===== config.mk =====
export PLATFORM = sky130hd
export DESIGN_NAME = downstream_pkt_tx
export DESIGN_NICKNAME = d
export VERILOG_FILES = /design/src/rtl/downstream_pkt_tx.sv
export SDC_FILE = /design/constraint.sdc
export NUM_CORES = 1
export LEC_CHECK = 0
export CELL_PAD_IN_SITES_DETAIL_PLACEMENT = 1
export CELL_PAD_IN_SITES_GLOBAL_PLACEMENT = 1
export CORE_ASPECT_RATIO = 1.4
export CORE_MARGIN = 3
export CORE_UTILIZATION = 45
export CTS_BUF_LIST = sky130_fd_sc_hd__clkbuf_4
export DETAILED_ROUTE_END_ITERATION = 8
export PLACE_DENSITY_LB_ADDON = 0.08
export SYNTH_ARGS = -nofsm -noshare
export SYNTH_HDL_FRONTEND = slang
export SYNTH_SLANG_ARGS = --single-unit

===== constraint.sdc =====
create_clock -name clk -period 5.95 [get_ports clk]
set_clock_uncertainty 0.2 [all_clocks]
set_input_delay 1.19 -clock clk [delete_from_list [all_inputs] [get_ports clk]]
set_output_delay 1.19 -clock clk [all_outputs]
set_load 0.02 [all_outputs]

===== src/rtl/downstream_pkt_tx.sv =====
// Framed packet transmitter for one switch input port: buffers payload bytes, then
// sends dest, length, payload and an XOR parity byte under ready/valid backpressure.
module downstream_pkt_tx #(
    parameter int DATA_W  = 8,
    parameter int MAX_LEN = 16,
    parameter int IFG     = 2
) (
    input  logic                         clk,
    input  logic                         reset,
    input  logic                         wr_en,
    input  logic [DATA_W-1:0]            wr_data,
    input  logic [DATA_W-1:0]            dest_i,
    input  logic                         start_i,
    input  logic                         ready_i,
    output logic                         valid_o,
    output logic                         frame_o,
    output logic [DATA_W-1:0]            data_o,
    output logic                         busy_o,
    output logic                         done_o,
    output logic                         err_o,
    output logic [$clog2(MAX_LEN+1)-1:0] count_o
);

    localparam int CW = $clog2(MAX_LEN + 1);
    localparam int PW = (MAX_LEN > 1) ? $clog2(MAX_LEN) : 1;
    localparam int GW = (IFG > 1) ? $clog2(IFG) : 1;
    localparam logic [CW-1:0] FULL = CW'(MAX_LEN);

    typedef enum logic [2:0] {IDLE, DEST, LEN, PAYLOAD, PARITY, GAP} state_t;

    state_t            state;
    logic [DATA_W-1:0] buf_mem [MAX_LEN];
    logic [CW-1:0]     len;
    logic [CW-1:0]     ptr;
    logic [CW-1:0]     nxt;
    logic [DATA_W-1:0] par;
    logic [GW-1:0]     gap_cnt;
    logic              xfer;
    logic              wr_ok;
    logic              start_ok;

    assign valid_o  = (state == DEST) || (state == LEN) || (state == PAYLOAD) || (state == PARITY);
    assign frame_o  = valid_o;
    assign busy_o   = (state != IDLE);
    assign xfer     = valid_o && ready_i;
    assign nxt      = ptr + CW'(1);
    assign wr_ok    = wr_en && (state == IDLE) && (count_o < FULL);
    // start sees the count from before any same-cycle write
    assign start_ok = start_i && (state == IDLE) && (count_o != '0);

    // Payload storage needs no reset: count_o alone defines what is valid.
    always_ff @(posedge clk) begin
        if (wr_ok) begin
            buf_mem[count_o[PW-1:0]] <= wr_data;
        end
    end

    always_ff @(posedge clk) begin
        if (reset) begin
            state   <= IDLE;
            data_o  <= '0;
            count_o <= '0;
            done_o  <= 1'b0;
            err_o   <= 1'b0;
            len     <= '0;
            ptr     <= '0;
            par     <= '0;
            gap_cnt <= '0;
        end else begin
            done_o <= 1'b0;
            err_o  <= (wr_en && !wr_ok) || (start_i && !start_ok);
            if (wr_ok) begin
                count_o <= count_o + CW'(1);
            end
            case (state)
                IDLE: begin
                    if (start_ok) begin
                        state  <= DEST;
                        data_o <= dest_i;
                        len    <= count_o;
                        par    <= '0;
                    end
                end
                DEST: begin
                    if (xfer) begin
                        state  <= LEN;
                        par    <= par ^ data_o;
                        data_o <= DATA_W'(len);
                    end
                end
                LEN: begin
                    if (xfer) begin
                        state  <= PAYLOAD;
                        ptr    <= '0;
                        par    <= par ^ data_o;
                        data_o <= buf_mem[0];
                    end
                end
                PAYLOAD: begin
                    if (xfer) begin
                        par <= par ^ data_o;
                        if (ptr == len - CW'(1)) begin
                            state  <= PARITY;
                            data_o <= par ^ data_o;
                        end else begin
                            ptr    <= nxt;
                            data_o <= buf_mem[nxt[PW-1:0]];
                        end
                    end
                end
                PARITY: begin
                    if (xfer) begin
                        done_o  <= 1'b1;
                        count_o <= '0;
                        data_o  <= '0;
                        if (IFG == 0) begin
                            state <= IDLE;
                        end else begin
                            state   <= GAP;
                            gap_cnt <= GW'(IFG - 1);
                        end
                    end
                end
                GAP: begin
                    if (gap_cnt == '0) begin
                        state <= IDLE;
                    end else begin
                        gap_cnt <= gap_cnt - GW'(1);
                    end
                end
                default: state <= IDLE;
            endcase
        end
    end

endmodule

======== Word-level counts from Yosys, hierarchy flattened ========
Memories as Yosys holds them, arrays and structs flattened.
Index checks and enable logic that the tools add are counted.
W data, S select, Z words.
operators by class
  add/sub/neg operators ................... 4
  magnitude comparators ................... 1
  eq/ne operators ......................... 15
  muxes and demuxes ....................... 31
  bitwise logic cells ..................... 2
  reduce and logical (&&, ||, !) cells .... 28
operator list
  operator               number
  $mux W8                8
  $pmux W8 S5            1
  $mux W5                6
  $mux W3                7
  $pmux W3 S6            1
  $pmux W8 S2            1
  $ne A2 B2 Y1 const B   7
  $add A5 B1 Y5 const B  2
  $pmux W5 S2            1
  $reduce_bool A5 Y1     2
  $xor A8 B8 Y8          1
  $logic_and A1 B1 Y1    7
  $reduce_and A7 Y1      1
  $eq A3 B2 Y1 const B   2
  $eq A3 B3 Y1 const B   2
  $reduce_and A6 Y1      1
  $reduce_bool A2 Y1     3
  $eq A5 B5 Y1           1
  $lt A5 B5 Y1 const B   1
  $mux W1                5
  $sub A5 B1 Y5 const B  1
  $logic_or A1 B1 Y1     4
  $ne A2 B1 Y1 const B   2
  $reduce_and A2 Y1      2
  11 further kinds       12
storage, ports and cells
  flip-flop bits (word level) ............. 37
  bits in writable memories ............... 128
  output and inout port bits .............. 18
  memories kept ........................... 1
memory list
  name     depth  width  read ports  clocked after memory_dff  wr ports  RTL line  source
  buf_mem  16     8      2           0                         1         32        logic [DATA_W-1:0] buf_mem [MAX_LEN];

======== Longest topological paths before layout ========
Gate-level depths: netlist of the first run.
  depth after elaboration ................. 7
  gate-level depth with buffers ........... 8
  mapped depth without buffers ............ 7

======== Least setup slack after synthesis of the first run ========
OpenSTA, ideal clock, no wires.
  path kind ............................... input to register
  from .................................... input wr_en
  to ...................................... memory buf_mem[0][0], enable pin
  data arrival time ....................... 2.258 ns
  required time ........................... 5.367 ns
  setup slack ............................. 3.108 ns
  cell stages on the path ................. 3
  path buffers ............................ 0
  path through ............................ nor3b_4 nand2_1 nor3_1
between the ends
  longest elaborated chain between the ends .. 4
ends and longest elaborated chain
  element                           RTL line  source
  from (decl)                       10        input logic wr_en,
  $logic_and A1 B1 Y1 (2 in a row)  47        assign wr_ok = wr_en && (state == IDLE) && (count_o < FULL);
  $mux W1                           53        if (wr_ok) begin
  $mux W1 (implied by the code)     54        buf_mem[count_o[PW-1:0]] <= wr_data;
  to (decl)                         32
Every way passes these cells.

======== Worst setup path in the final report of the first run ========
  from .................................... register state[0]
  to ...................................... output valid_o
between the ends
  longest elaborated chain between the ends .. 4
ends and longest elaborated chain
  element                                       RTL line  source
  from (decl)                                   31        state_t state;
  from (signal assigned)                        60        state <= IDLE;
  from (signal assigned)                        78        state <= DEST;
  from (signal assigned)                        86        state <= LEN;
  $eq A3 B1 Y1 or $eq A3 B2 Y1 (tied branches)  42        assign valid_o = (state == DEST) || (state == LEN) || (state == PAYLOAD) || (state == PARITY);
  $logic_or A1 B1 Y1 (2 in a row)               42
  $logic_or A1 B1 Y1 *                          42
  to (decl)                                     15        output logic valid_o,
Mark *: on every way between the ends. The rest lies on a longest branch, timed or not.

==> key figures, run 1 <==
Status
  • Status: completed

Detailed routing
  • # DRC: 0
  • Router iterations before antenna repair: 4
  • Routed len/inst: 23.8 um
  • DR vias: 4164
  • Post-Route WL: around 17000 um
  • DRT iter0 DRCs: around 260
  • Antenna viol nets, final: 0
  • Vias per cell: 5.72

Pwr
  • Psw: 871 uW
  • Lkg Pwr: 0.00264 uW
  • Internal cell power: ~1700 uW
  • Switch share: 0.334
  • Flop pwr share: 0.539
  • Clock power frac: 0.238
  • Worst IR Drop VDD: 0.194 mV
  • Pwr dens: 323 nW/um2
  • Logic pwr share: 0.223

Layout
  • Area Growth Syn to Fin: 10.6%
  • Fillcell total: 1547
  • Final Instance Area: 8080 um2
  • Layout Nets: 545
  • Share of layout cells above drive strength 1: 0.179

Critical path
  • Required @ worst endpoint: ~4600 ps
  • Max FO, Critical Path: 13
  • Worst R2R Start: state[2]
  • Critical path type: reg2out
  • Setup crit end kind: primary output
  • WP data arrival: 2390 ps
  • Setup crit start: state[0]
  • Startpoint Class: flip-flop

Floorplan
  • DIE WIDTH: around 110 um
  • Num ports: 39
  • Area of the die: 17800 um2
  • Starting density of the core: 0.464
  • Die H: between 150 and 200 um
  • FP Rows: 54
  • CORE AREA: 15700 um2

Global route
  • Vias in the first global route: about 4600
  • Global-route wire length before repair: between 20000 and 30000 um
  • Overflow after GRT: 0
  • Antenna violations before repair: 1
  • Largest net degree at the start of global routing: 38
  • Tot GR Track Use: 0.209

Synthesis
  • Yosys reg bits: between 150 and 200
  • Syn Std Cell Area: roughly 7300 um2
  • Syn_area_per_cell: between 15 and 20 um2
  • Gate Count Post-Synth: 484
  • Total of warnings raised by yosys: 0
  • Post-synthesis sequential area ratio: 0.627
  • Post-synth EDFFs: between 100 and 150
  • XOR/XNOR Fraction of Synth Area: 0.0264
  • Synth Area in Compound Gates: 0.0787
  • Multiplexer share of the synthesized area: 0.137
  • Post-Synth Simple-Gate Area: 0.0909
  • Main combinational cell family by area after synthesis: multiplexers
  • Async set-reset flop share out of synthesis: 0
  • Adder-Cell Fraction of Synth Area: 0.0116
  • Top_reg_cell synth: edfxtp_1
  • Yosys cell types: 60
  • Mapped Nets: 511

STA
  • Worst-Margin Slew: 1260 ps
  • # setup viols final: 0
  • Fmax: about 0.26 GHz
  • RSZ-0062 raised after global routing: no
  • Endpoints failing hold: 0
  • Slew HR: 0.151
  • Fin crit share: 0.635
  • Post-layout min period: approximately 3800 ps
  • Setup TNS Final: 0 ps
  • Final setup margin: 2170 ps
  • Final Max Tran Viols: 0

Flow run
  • Max-cap viol count: 0

CTS
  • Worst skew pair latency: 570 ps
  • Bufs on Longest Clock Path: 2
  • Root buf cell: clkbuf_4
  • Num Clock Sinks: 165
  • # hold bufs at CTS: 0
  • Setup bufs post-CTS: 0
  • Clock transition at path regs: 160 ps
  • CTS tree: yes
  • Post-CTS sizing: 0
  • H-Tree Depth: 4
  • Cts bufs inserted: 17

Placement
  • Pre-CTS setup slack: around 2000 ps
  • Placed Area: between 7000 and 8000 um2
  • Placed wire-length estimate: 12300 um
  • # port buffers: 38
  • Final Wtd Congestion: 0.766

Worst hold path
  • Worst hold path type: reg2reg
  • Hold_sp: par[4]
power groups by stage:
stage	registers (uW)	clock network [uW]	logic, uW
floorplan	1430	0	358
global placement	1430	0	579
detailed placement	1430	0	589
CTS	1410	643	593
global route	1420	691	640
finish	1410	621	583
flip-flops by register name, summed over array words and instances, names as in the netlist:
signal and count:
done_o 1, ptr 5, data_o 8, len 5
par 8, buf_mem 128, gap_cnt 1, count_o 5
err_o 1, state 3
synthesized netlist by cell type (11+ instances only):
cell type | instances | area share
a21oi_1 | 17 | 0.012
nand2_1 | 15 | 0.0077
nor2_1 | 36 | 0.018
o21ai_0 | 12 | 0.0082
nand3_1 | 22 | 0.015
inv_1 | 11 | 0.0056
xor2_1 | 12 | 0.014
edfxtp_1 | 128 | 0.53
mux2i_1 | 28 | 0.038
o21ai_1 | 11 | 0.0075
mux4_2 | 32 | 0.099
dfxtp_1 | 37 | 0.10
critical path, stage by stage, from the launching register on:
cell and delay (ps):
dfxtp_1 680, nor2_1 230, xnor2_1 260, clkdlybuf4s50_1 650
worst paths after layout:
kind,endpoint,slack [ps],cells after the start
setup / recovery,valid_o,2170,3
hold / removal,par[4],320,2
setup reg to reg,buf_mem[2][0],2620,4
hold reg to reg,par[4],320,2
metal layers:
metal	wire [um]	up-vias	global-route usage	part of all wire
met3	466	32	0.0371	0.027
met2	9600	77	0.382	0.56
li1	-	1949	-	-
met4	422	0	0.0762	0.024
met1	6800	2106	0.243	0.39
met5	0	-	0	0
area by class of cell:
cell class,count,area (um2),area share
Timing Repair Buffer,42,410,0.0508
Tap cell,196,245,0.0303
Clock buffer,17,128,0.0158
Clock inverter,15,143,0.0176
Inverter,13,48.8,0.00604
Multi-Input combinational cell,279,2520,0.312
Sequential cell,165,4590,0.567
Antenna cell,1,2.50,0.000310
metrics by stage:
stage	util	hold slack, ps	power (uW)	std cells
after floorplan	-	274	1790	484
after global placement	0.496	283	2010	695
after detailed placement	0.496	311	2020	695
after CTS	0.513	332	2640	727
after global routing	0.514	359	2750	728
final	0.514	324	2610	728
logic make-up after synthesis:
group | after synthesis
mux | 60
fa+ha+maj | 7
buf+inv | 40
simple gates | 115
compound gates | 78
flops | 165
xor+xnor | 19
cell usage in the layout (no fill, tap or decap), types with 2 or more instances in the layout:
cell type        synthesis  final
or3_1                    3      3
nor3_2                   2      2
mux2i_1                 28     28
o221ai_1                 8      8
buf_4                    7      4
nor2_1                  36     36
nand2_1                 15     15
nand2b_1                 4      4
xor2_1                  12     12
nand3_1                 22     22
edfxtp_1               128    128
inv_6                    0      4
inv_8                    0      3
nor2_2                   2      2
o32ai_1                  3      3
inv_1                   11     11
clkinvlp_4               0      3
o21ai_1                 11     11
ha_1                     6      5
xnor2_1                  5      5
clkbuf_4                 0     17
clkinv_2                 0      2
a31oi_1                  6      6
a41oi_2                  3      3
nand3b_1                 8      8
nor2b_1                  2      2
and3b_1                  2      2
o21ai_0                 12     12
a2bb2oi_1                3      3
a21oi_1                 17     17
clkdlybuf4s50_1          0     38
o21a_1                   5      5
nor3_1                   7      7
mux4_2                  32     32
dfxtp_1                 37     36
clkinv_8                 0      2
Power figures use the tool's default switching activity.
==> run 2, diff against run 1 <==
==> constraint.sdc (replaced) <==
create_clock -name clk -period 3.4 [get_ports clk]
set_clock_uncertainty 0.2 [all_clocks]
set_input_delay 0.68 -clock clk [delete_from_list [all_inputs] [get_ports clk]]
set_output_delay 0.68 -clock clk [all_outputs]
set_load 0.02 [all_outputs]
==> run 2 against run 1 <==
Wire length is 5.6% higher. Critical path depth fell by 1. Total power up 75%. Register-to-register slack worse by 2100 ps. Largest cell class unchanged. Highest routed layer unchanged.
==> key figures, run 2 (synthesized netlist as in run 1, its figures left out) <==
Status
  • Status: completed

Critical path
  • CP max-delay cell: clkdlybuf4s50_1
  • Critical path cell sequence: or3_1 -> clkdlybuf4s50_1
  • R2R setup slack: 530 ps
  • Reg2Reg Depth: 5
  • Max incr delay on CP: 700 ps
  • R2R Path End: buf_mem[0][4]
  • Worst Path Buf+Inv: 1
  • Startpoint Class: flip-flop
  • Max FO, Critical Path: 13
  • Worst R2R Start: state[1]
  • CP delay by family, top: buffers and inverters
  • Required @ worst endpoint: 2520 ps
  • WP data arrival: ~2400 ps
  • Critical path type: reg2out
  • Setup crit end kind: primary output
  • Setup crit start: state[1]

Detailed routing
  • Router iterations before antenna repair: 4
  • Post-Route WL: around 18000 um
  • Vias per cell: 5.80
  • DR vias: ~4300
  • DRT iter0 DRCs: about 300
  • Routed len/inst: 24.4 um
  • # DRC: 0
  • Antenna viol nets, final: 0

Layout
  • Max reg flops: roughly 130
  • Share of layout cells above drive strength 1: 0.207
  • Multi-input logic area: approximately 2500 um2
  • Layout Nets: 565
  • Most common cell after layout, fill and taps aside: edfxtp_1
  • Commonest cells after routing, fill and taps aside: edfxtp_1 (128), clkdlybuf4s50_1 (38), nor2_1 (36)
  • Fillcell total: 1544
  • Area occupied by registers: 4590 um2
  • Area Growth Syn to Fin: 12.4%

Pwr
  • Lkg Pwr: between 0.002 and 0.003 uW
  • Psw: 1520 uW
  • Flop pwr share: 0.538
  • Pwr dens: around 560 nW/um2
  • Worst IR Drop VDD: ~0.30 mV
  • Internal cell power: slightly above 3000 uW
  • Logic pwr share: 0.238
  • Clock power frac: 0.223
  • Switch share: 0.332
  • Power Total: 4570 uW

Flow run
  • Max-cap viol count: 0

CTS
  • Cts bufs inserted: 17
  • Bufs on Longest Clock Path: 2
  • Num Clock Sinks: 165
  • Root buf cell: clkbuf_4
  • Worst skew pair latency: 550 ps
  • Clock transition at path regs: 140 ps
  • CTS tree: yes
  • H-Tree Depth: 4

Global route
  • Antenna violations before repair: 1
  • Global-route wire length before repair: roughly 28000 um
  • Overflow after GRT: 0
  • Tot GR Track Use: 0.217
  • Largest net degree at the start of global routing: 37
  • Vias in the first global route: 4787

Worst hold path
  • Hold_sp: par[2]
  • Hold Path End: par[2]
  • Hold path cells: 2
  • Worst hold path type: reg2reg

STA
  • RSZ-0062 raised after global routing: no
  • Fmax: approximately 0.31 GHz
  • Post-layout min period: 3230 ps
  • Fin crit share: 0.951
  • Worst-Margin Slew: 847 ps
  • # setup viols final: 0
  • Setup TNS Final: 0 ps
  • Endpoints failing hold: 0
  • Final Max Tran Viols: 0
  • Slew HR: 0.435

Floorplan
  • Area of the die: 17800 um2
  • Starting density of the core: 0.464
  • Num ports: 39
  • CORE AREA: 15700 um2
  • DIE WIDTH: between 100 and 150 um
  • FP Rows: 54
  • Die H: 157 um

Placement
  • # port buffers: 38
  • Placed wire-length estimate: 13100 um
  • Final Wtd Congestion: 0.836
[run 2: changes by cell type in the layout (fill, tap and decap cells not counted), moves of 2 or more]
| cell | delta |
|---|---|
| buf_4 | +19 |
| clkbuf_4 | +2 |
| clkinv_8 | -2 |
| inv_8 | -2 |
[run 2: repair_timing]
item	4_1_cts	5_1_grt
resized for setup	0	1
hold buffers	0	0
buffers inserted	0	0
setup endpoints to repair	0	2
[run 2: final cells by class]
type | count | share of cell area
flip-flops and latches | 165 | 0.558
multi-input cells | 279 | 0.307
repair buffers | 62 | 0.0698
well taps | 196 | 0.0299
clock buffers | 19 | 0.0174
clock inverters | 13 | 0.0119
inverters | 13 | 0.00594
diodes | 1 | 0.000305
[run 2: through the flow]
step                      instances  hold slack, ps  setup WS (ps)   util  area, um2
after floorplan                 484             274            863      -       7310
after global placement          715             282            597  0.506       7970
after detailed placement        715             312            503  0.506       7970
after CTS                       747             340           91.2  0.522       8210
after global routing            748             359           13.6  0.522       8220
final                           748             330            167  0.522       8220
[run 2: worst max-delay path by stage]
stage | to | slack, ps | depth (start not counted)
global placement | buf_mem[0][5] | 600 | 5
finish | busy_o | 170 | 2
global route | frame_o | 10 | 3
floorplan | buf_mem[0][0] | 860 | 5
CTS | frame_o | 90 | 3
detailed placement | buf_mem[0][6] | 500 | 5
[run 2: routing by layer]
metal,global-route usage,share of wire,up-vias
li1,-,-,1984
met1,0.243,0.38,2220
met2,0.404,0.55,99
met3,0.0383,0.032,32
met4,0.0859,0.033,0
met5,0,0,-
[run 2: tightest hold or removal path: cells and delay by family (launching register included)]
kind	cells	cell delay, ps
AO/OA/AOI/OAI	2	150
flip-flops	1	350
[run 2: power by group through the flow]
stage                     Combinational (uW)  Sequential, uW  Clock [uW]
after floorplan                          627            2510           0
after global placement                  1080            2490           0
after detailed placement                1100            2510           0
after CTS                               1110            2460        1060
after global routing                    1170            2480        1140
final                                   1090            2460        1020
